[src/rtl/symbol_pkg.sv]
// Shared types for the symbol rasterizers: coordinate defaults, FSM states, bounds record.
// Latency: n/a (types and constants only).
// Backpressure: n/a.
package symbol_pkg;

  localparam int COORD_W_DEFAULT = 10;
  localparam int H_RES_DEFAULT   = 640;
  localparam int V_RES_DEFAULT   = 480;

  // Bound arithmetic width: wide enough for centre + half-size without overflow,
  // and signed so that a box hanging off the left/top edge goes negative before clipping.
  localparam int BOUND_W = 12;

  typedef enum logic [1:0] {
    IDLE,
    SETUP,
    EMIT,
    DONE
  } state_t;

  typedef struct packed {
    logic signed [BOUND_W-1:0] xmin;
    logic signed [BOUND_W-1:0] xmax;
    logic signed [BOUND_W-1:0] ymin;
    logic signed [BOUND_W-1:0] ymax;
  } bounds_t;

endpackage

[src/rtl/symbol_bounds.sv]
// Centre/length/thickness to screen-clipped inclusive bounding box plus empty flag.
// Latency: purely combinational.
// Backpressure: none; the caller registers the result when it needs it.
module symbol_bounds
  import symbol_pkg::*;
#(
  parameter int COORD_W = COORD_W_DEFAULT,
  parameter int H_RES   = H_RES_DEFAULT,
  parameter int V_RES   = V_RES_DEFAULT
) (
  input  logic [COORD_W-1:0] cx,
  input  logic [COORD_W-1:0] cy,
  input  logic [COORD_W-1:0] size,
  input  logic [COORD_W-1:0] t,
  output bounds_t            bnd,
  output logic               empty
);

  localparam logic signed [BOUND_W-1:0] X_LIM = BOUND_W'(H_RES - 1);
  localparam logic signed [BOUND_W-1:0] Y_LIM = BOUND_W'(V_RES - 1);

  logic signed [BOUND_W-1:0] cx_e, cy_e, half_x, half_y;
  logic signed [BOUND_W-1:0] x_lo, x_hi, y_lo, y_hi;

  // Raw bounds from zero-extended inputs, then clip to the visible screen.
  always_comb begin
    cx_e   = $signed(BOUND_W'(cx));
    cy_e   = $signed(BOUND_W'(cy));
    half_x = $signed(BOUND_W'(t >> 1));
    half_y = $signed(BOUND_W'(size >> 1));

    x_lo = cx_e - half_x;
    x_hi = cx_e + half_x;
    y_lo = cy_e - half_y;
    y_hi = cy_e + half_y;

    bnd.xmin = x_lo[BOUND_W-1] ? '0 : x_lo;
    bnd.ymin = y_lo[BOUND_W-1] ? '0 : y_lo;
    bnd.xmax = (x_hi > X_LIM) ? X_LIM : x_hi;
    bnd.ymax = (y_hi > Y_LIM) ? Y_LIM : y_hi;

    // A centre far off-screen clips to an inverted box.
    empty = (bnd.xmin > bnd.xmax) || (bnd.ymin > bnd.ymax);
  end

endmodule

[src/rtl/symbol_rasterizer.sv]
// Walks the clipped bar box in raster order and streams each covered pixel coordinate.
// Latency: first pixel two cycles after start is accepted; done one cycle after the last handshake.
// Backpressure: px_valid/px_x/px_y hold while px_ready is low; one pixel per cycle when ready stays high.
module symbol_rasterizer
  import symbol_pkg::*;
#(
  parameter int COORD_W = COORD_W_DEFAULT,
  parameter int H_RES   = H_RES_DEFAULT,
  parameter int V_RES   = V_RES_DEFAULT
) (
  input  logic               clk,
  input  logic               rst,
  input  logic               start,
  input  logic [COORD_W-1:0] cx,
  input  logic [COORD_W-1:0] cy,
  input  logic [COORD_W-1:0] size,
  input  logic [COORD_W-1:0] t,
  output logic               busy,
  output logic               done,
  output logic               px_valid,
  input  logic               px_ready,
  output logic [COORD_W-1:0] px_x,
  output logic [COORD_W-1:0] px_y
);

  state_t             state;
  logic [COORD_W-1:0] cx_r, cy_r, size_r, t_r;
  bounds_t            bnd, bnd_r;
  logic               empty;

  symbol_bounds #(
    .COORD_W (COORD_W),
    .H_RES   (H_RES),
    .V_RES   (V_RES)
  ) u_bounds (
    .cx    (cx_r),
    .cy    (cy_r),
    .size  (size_r),
    .t     (t_r),
    .bnd   (bnd),
    .empty (empty)
  );

  // Counters compare against the registered box; clipped bounds are never negative.
  logic [BOUND_W-1:0] x_ext, y_ext;
  logic               x_last, y_last, accept;

  assign x_ext  = BOUND_W'(px_x);
  assign y_ext  = BOUND_W'(px_y);
  assign x_last = (x_ext >= $unsigned(bnd_r.xmax));
  assign y_last = (y_ext >= $unsigned(bnd_r.ymax));
  assign accept = px_valid && px_ready;

  // Clipped minima always fit in COORD_W; their upper bits are sign/guard bits only.
  logic unused_bits;
  assign unused_bits = ^{bnd.xmin[BOUND_W-1:COORD_W], bnd.ymin[BOUND_W-1:COORD_W],
                         bnd_r.xmin[BOUND_W-1:COORD_W], bnd_r.ymin[BOUND_W-1:COORD_W]};

  // Control FSM; pixel coordinate outputs double as the raster counters.
  always_ff @(posedge clk) begin
    if (rst) begin
      state    <= IDLE;
      busy     <= 1'b0;
      done     <= 1'b0;
      px_valid <= 1'b0;
      px_x     <= '0;
      px_y     <= '0;
    end else begin
      case (state)
        IDLE: begin
          if (start) begin
            cx_r   <= cx;
            cy_r   <= cy;
            size_r <= size;
            t_r    <= t;
            busy   <= 1'b1;
            state  <= SETUP;
          end
        end
        SETUP: begin
          bnd_r <= bnd;
          if (empty) begin
            done  <= 1'b1;
            state <= DONE;
          end else begin
            px_x     <= bnd.xmin[COORD_W-1:0];
            px_y     <= bnd.ymin[COORD_W-1:0];
            px_valid <= 1'b1;
            state    <= EMIT;
          end
        end
        EMIT: begin
          if (accept) begin
            if (!x_last) begin
              px_x <= px_x + COORD_W'(1);
            end else if (!y_last) begin
              px_x <= bnd_r.xmin[COORD_W-1:0];
              px_y <= px_y + COORD_W'(1);
            end else begin
              px_valid <= 1'b0;
              done     <= 1'b1;
              state    <= DONE;
            end
          end
        end
        DONE: begin
          done  <= 1'b0;
          busy  <= 1'b0;
          state <= IDLE;
        end
        default: state <= IDLE;
      endcase
    end
  end

endmodule

[config.mk]
export PLATFORM = sky130hd
export DESIGN_NAME = symbol_rasterizer
export DESIGN_NICKNAME = d
export VERILOG_FILES = /design/src/rtl/symbol_pkg.sv /design/src/rtl/symbol_bounds.sv /design/src/rtl/symbol_rasterizer.sv
export SDC_FILE = /design/constraint.sdc
export NUM_CORES = 1
export LEC_CHECK = 0
export BUFFER_PORTS_ARGS = -buffer_cell sky130_fd_sc_hd__clkbuf_2
export CAP_MARGIN = 30
export CORE_MARGIN = 2
export CORE_UTILIZATION = 55
export CTS_CLUSTER_DIAMETER = 50
export CTS_CLUSTER_SIZE = 12
export DETAILED_ROUTE_END_ITERATION = 12
export MAX_ROUTING_LAYER = met4
export PLACE_DENSITY = 0.78
export REMOVE_ABC_BUFFERS = 1
export SLEW_MARGIN = 20
export SYNTH_ARGS = -nofsm -noshare
export SYNTH_HDL_FRONTEND = slang
export SYNTH_HIERARCHICAL = 1
export SYNTH_SLANG_ARGS = --single-unit
[constraint.sdc]
create_clock -name clk -period 4.7 [get_ports clk]
set_clock_uncertainty 0.1 [all_clocks]
set_input_delay 0.705 -clock clk [delete_from_list [all_inputs] [get_ports clk]]
set_output_delay 0.705 -clock clk [all_outputs]
set_load 0.01 [all_outputs]
# Yosys cells after proc, flatten, opt, wreduce, memory -nomap -nowiden
# Index checks and enable logic that the tools add are counted.
[classes] eq_ne=11 magnitude_cmp=6 bitwise_logic=1 n_addsub=6 n_reduce_logical=14 mux=32
[ops] cell="$mux W10" count=8
[ops] cell="$pmux W10 S2" count=2
[ops] cell="$ge A10 B12 Y1" count=2
[ops] cell="$gt A12 B12 Y1" count=2
[ops] cell="$mux W12" count=2
[ops] cell="$add A10 B9 Y11" count=2
[ops] cell="$mux W11" count=2
[ops] cell="$sub A10 B9 Y11" count=2
[ops] cell="$add A10 B1 Y10 const B" count=2
[ops] cell="$reduce_and A5 Y1" count=3
[ops] cell="$ne A2 B2 Y1 const B" count=7
[ops] cell="$gt A12 B10 Y1 const B" count=1
[ops] cell="$gt A12 B11 Y1 const B" count=1
[ops] cell="$mux W1" count=10
[ops] cell="$mux W2" count=4
[ops] cell="$pmux W2 S4" count=1
[ops] cell="$reduce_and A4 Y1" count=2
[ops] cell="$eq A2 B2 Y1 const B" count=2
[ops] cell="$pmux W1 S2" count=2
[ops] cell="$reduce_and A2 Y1" count=2
[ops] cell="$reduce_bool A2 Y1" count=2
[ops] cell="$ne A3 B3 Y1 const B" count=1
[ops] cell="$pmux W1 S3" count=1
[ops] cell="$reduce_and A3 Y1" count=1
[ops] cell="6 further kinds" count=6
[totals] word_cells=83 ff_bits=99 inputBits=44

# Logic depth before layout (Yosys ltp)
[logic_depth] word_depth=7 depth_mapped=25 ltp_nobuf=25

# Cells and area by module
# Netlist, hierarchy kept.
[by_module_without_submodules] module="symbol_rasterizer" cells_each=356 n_inst=1 seq_area_each_um2=2722.6 area_per_inst_um2=4535.6
[by_module_without_submodules] module="symbol_bounds" cells_each=356 n_inst=1 seq_area_each_um2=0.0 area_per_inst_um2=2557.5

# Least setup slack after synthesis
# Ideal clock, no wire load.
[synth_path] kind="register -> register" start="register cx_r[0]" end="register px_y[5]" arrival_ns=4.763 slack_ns=-0.295 required_time_ns=4.468 period_less_slack_ns=4.995 stages_incl_launch_ff=24 n_path_buf=0 cell_sequence="edfxtp_1 inv_1 ha_1 inv_1 fa_1 a21o_1 a21oi_1 o21bai_1 a21o_1 a21oi_1 nor2_1 nor3b_2 nor2_1 ha_1 a21o_1 a211o_1 nor3_1 nor2_1 a211oi_1 a31oi_1 a22oi_1 o2111ai_2 a22oi_1 o32ai_1"
[synth_rtl] element="start: declaration" line="symbol_rasterizer.sv:27" text="logic [COORD_W-1:0] cx_r, cy_r, size_r, t_r;"
[synth_rtl] element="start signal: assignment" line="symbol_rasterizer.sv:72" text="cx_r <= cx;"
[synth_rtl] element="end signal: assignment" line="symbol_rasterizer.sv:87" text="px_y <= bnd.ymin[COORD_W-1:0];"
[synth_rtl] element="end signal: assignment" line="symbol_rasterizer.sv:98" text="px_y <= px_y + COORD_W'(1);"
[synth_rtl] element="end: declaration" line="symbol_rasterizer.sv:23" text="output logic [COORD_W-1:0] px_y"

==> summary.txt <==
Outcome
  • Outcome: finished, violations left
  • Failing checks: negative setup slack

Worst setup path
  • Critical Path RT: a little under 5 ns
  • Max incr delay on CP: 0.42 ns
  • Worst path slowest cell: edfxtp_1
  • Worst Setup SP: t_r[2]$_DFFE_PP_
  • R2R Path End: px_y[2]$_SDFFE_PP0P_
  • Maximum fanout along the worst path: 6
  • Reg-to-Reg Start: t_r[2]$_DFFE_PP_
  • Top cell by count, worst path: buf_4
  • Setup slack, reg-to-reg: -0.31 ns
  • CP Capture Type: flop
  • Path depth of the worst reg2reg path: 28
  • Worst Setup EP: px_y[2]$_SDFFE_PP0P_
  • WP data arrival: about 5 ns
  • WS Path Type: reg2reg
  • Startpoint Class: flop

Place
  • Port bufs: 64
  • Routability-driven placement congestion ratio: roughly 0.86
  • Cells after DPL: approximately 1000
  • Post-Place Worst Slack: -0.589 ns
  • Detail Placement HPWL: between 10000 and 15000 um

GRT
  • Global route overflow: 0
  • First-pass GRT wire length: 26700 um
  • Total track usage: 0.256
  • Initial antenna violation count: 0
  • Most Crowded Layer GR: met2
  • Number of global-route vias before repair: around 5800
  • Largest net degree at the start of global routing: 39
  • Global Route met1 Usage: 0.298
  • Met3 Use GR: 0.0551
  • Grt met2 use: 0.439

Timing
  • Total negative slack: -5.48 ns
  • Final setup margin: -0.311 ns
  • Period utilisation layout: 1.07
  • RSZ-0062 raised after global routing: true
  • Worst slew margin relative to its limit: 0.369
  • Final setup viols: 23
  • Final hold violation count: 0
  • FMAX: about 200 MHz
  • Worst-Margin Slew: ~0.95 ns
  • Final worst path period need: 5.01 ns
  • Pins over their slew limit: 0

Flow run
  • Maximum Capacitance Violations: 0

Power
  • VDD IR-drop max: ~300 uV
  • Leakage: about 3.8 nW
  • PnR Total Power: around 4.7 mW
  • Pwr Density: around 530 nW/um2

Floorplan
  • Initial Utilization: 0.559
  • Die area: roughly 14000 um2
  • Std cell rows: between 40 and 50
  • Die height: 117 um
  • Die width: ~120 um
  • Core area: around 13000 um2
  • # IOs: 67

Synth
  • Gate Count Post-Synth: 706
  • Mean post-synth cell area: about 9.9 um2
  • Mapped Area: 7000 um2
  • Synth warnings: 6

Cells and area
  • N_diodes: 0
  • Layout cells sized above 1: 0.321
  • Nets: between 900 and 1000
  • Final Core Density: 0.711
  • Layout filler cell count: 870
  • Non-filler cells, final: roughly 1000
  • Synthesis-to-finish area growth: 27.1%

Clock network
  • H-tree Lvls: 3
  • Clk sinks: 97
  • Clk buf depth: 2
  • Clk slew on worst S/H paths: about 0.07 ns
  • Root cell of the clock tree: clkbuf_16
  • CTS tree: built
  • Latest clock arrival within the worst-skew pair: between 0.3 and 0.4 ns
  • TritonCTS buffer count: 9

Detailed routing
  • Routed wire length per instance: between 15 and 20 um
  • Post-route ant nets: 0
  • Total vias in the final route: 5899
  • Routed wire length: between 15000 and 20000 um
  • Drt first pass iters: 5
  • DRC viols: 0
  • DRT iter0 DRCs: slightly above 400
  • Vias per cell: ~5.7

Hold path
  • Hold Path Class: reg2reg
-- metrics by stage --
step                      cell area, um2  hold WS (ns)
after global routing                8900         0.413
after CTS                           8570         0.409
after detailed placement            8030         0.393
after floorplan                     6880         0.393
final                               8900         0.401
after global placement              8030         0.370
-- how the worst min path moves through the flow --
| stage | startpoint | to | slack (ns) | cells after the start |
|---|---|---|---|---|
| finish | px_valid$_SDFFE_PP0P_ | px_valid$_SDFFE_PP0P_ | 0.40 | 2 |
| global placement | busy$_SDFFE_PP0P_ | busy$_SDFFE_PP0P_ | 0.37 | 2 |
| detailed placement | busy$_SDFFE_PP0P_ | busy$_SDFFE_PP0P_ | 0.39 | 2 |
| floorplan | px_valid$_SDFFE_PP0P_ | px_valid$_SDFFE_PP0P_ | 0.39 | 2 |
| CTS | px_valid$_SDFFE_PP0P_ | px_valid$_SDFFE_PP0P_ | 0.41 | 2 |
| global route | cx[2] | cx_r[2]$_DFFE_PP_ | 0.41 | 1 |
-- power by group --
part	switching [mW]	internal (mW)
combinational	1.46	1.23
sequential	0.164	1.15
clock	0.327	0.391
-- layout make-up --
cell class                      count  area [um2]  area share
Clock buffer                       12         258      0.0289
Multi-Input combinational cell    522        4430       0.497
Clock inverter                      4        26.3     0.00295
Tap cell                          172         215      0.0242
Timing Repair Buffer              159        1060       0.119
Sequential cell                    97        2660       0.299
Inverter                           67         251      0.0282
-- registers in the layout, indices dropped and copies added, names as in the netlist, 2 cells and up --
register and cells:
size_r 9, state 2, px_x 10, bnd_r 34, t_r 9, cy_r 10
px_y 10, cx_r 10
-- cells in the final DEF, fill, tap and decap left out, types with 7 or more instances in the layout --
master / instances
buf_4: 87
ha_1: 75
edfxtp_1: 72
inv_1: 64
clkbuf_2: 64
nor2_1: 51
nand2_1: 28
a21oi_1: 28
dfxtp_1: 25
nand2b_1: 21
xnor2_1: 19
nand3_1: 18
o21ai_0: 15
nor3_1: 15
mux2i_1: 14
xor2_1: 13
and3_1: 12
clkbuf_16: 10
nor2b_1: 9
and2_1: 9
nand4_1: 8
a21o_1: 8
nor2_2: 7
o21bai_1: 7
-- worst max-delay path, delay by kind of cell, from the launching register on --
family,cells,cell delay [ns]
XOR/XNOR,1,0.15
AO/OA/AOI/OAI,13,2.22
AND/OR/NAND/NOR,6,0.68
buffers and inverters,6,0.87
flip-flops,1,0.42
adder cells (fa/ha/maj),2,0.41
-- per-layer routing --
metal | part of all wire | vias to the layer above
li1 | - | 2866
met1 | 0.41 | 2783
met2 | 0.51 | 216
met3 | 0.058 | 34
met4 | 0.020 | 0
met5 | 0 | -
-- timing repair --
action | 4_1_cts | 5_1_grt
resized for setup | 40 | 47
hold buffers | 0 | 0
gates cloned | 0 | 2
setup endpoints to repair | 23 | 23
buffers inserted | 6 | 8
pin swaps | 24 | 34
Note: power is estimated with default switching activity, not from simulation.
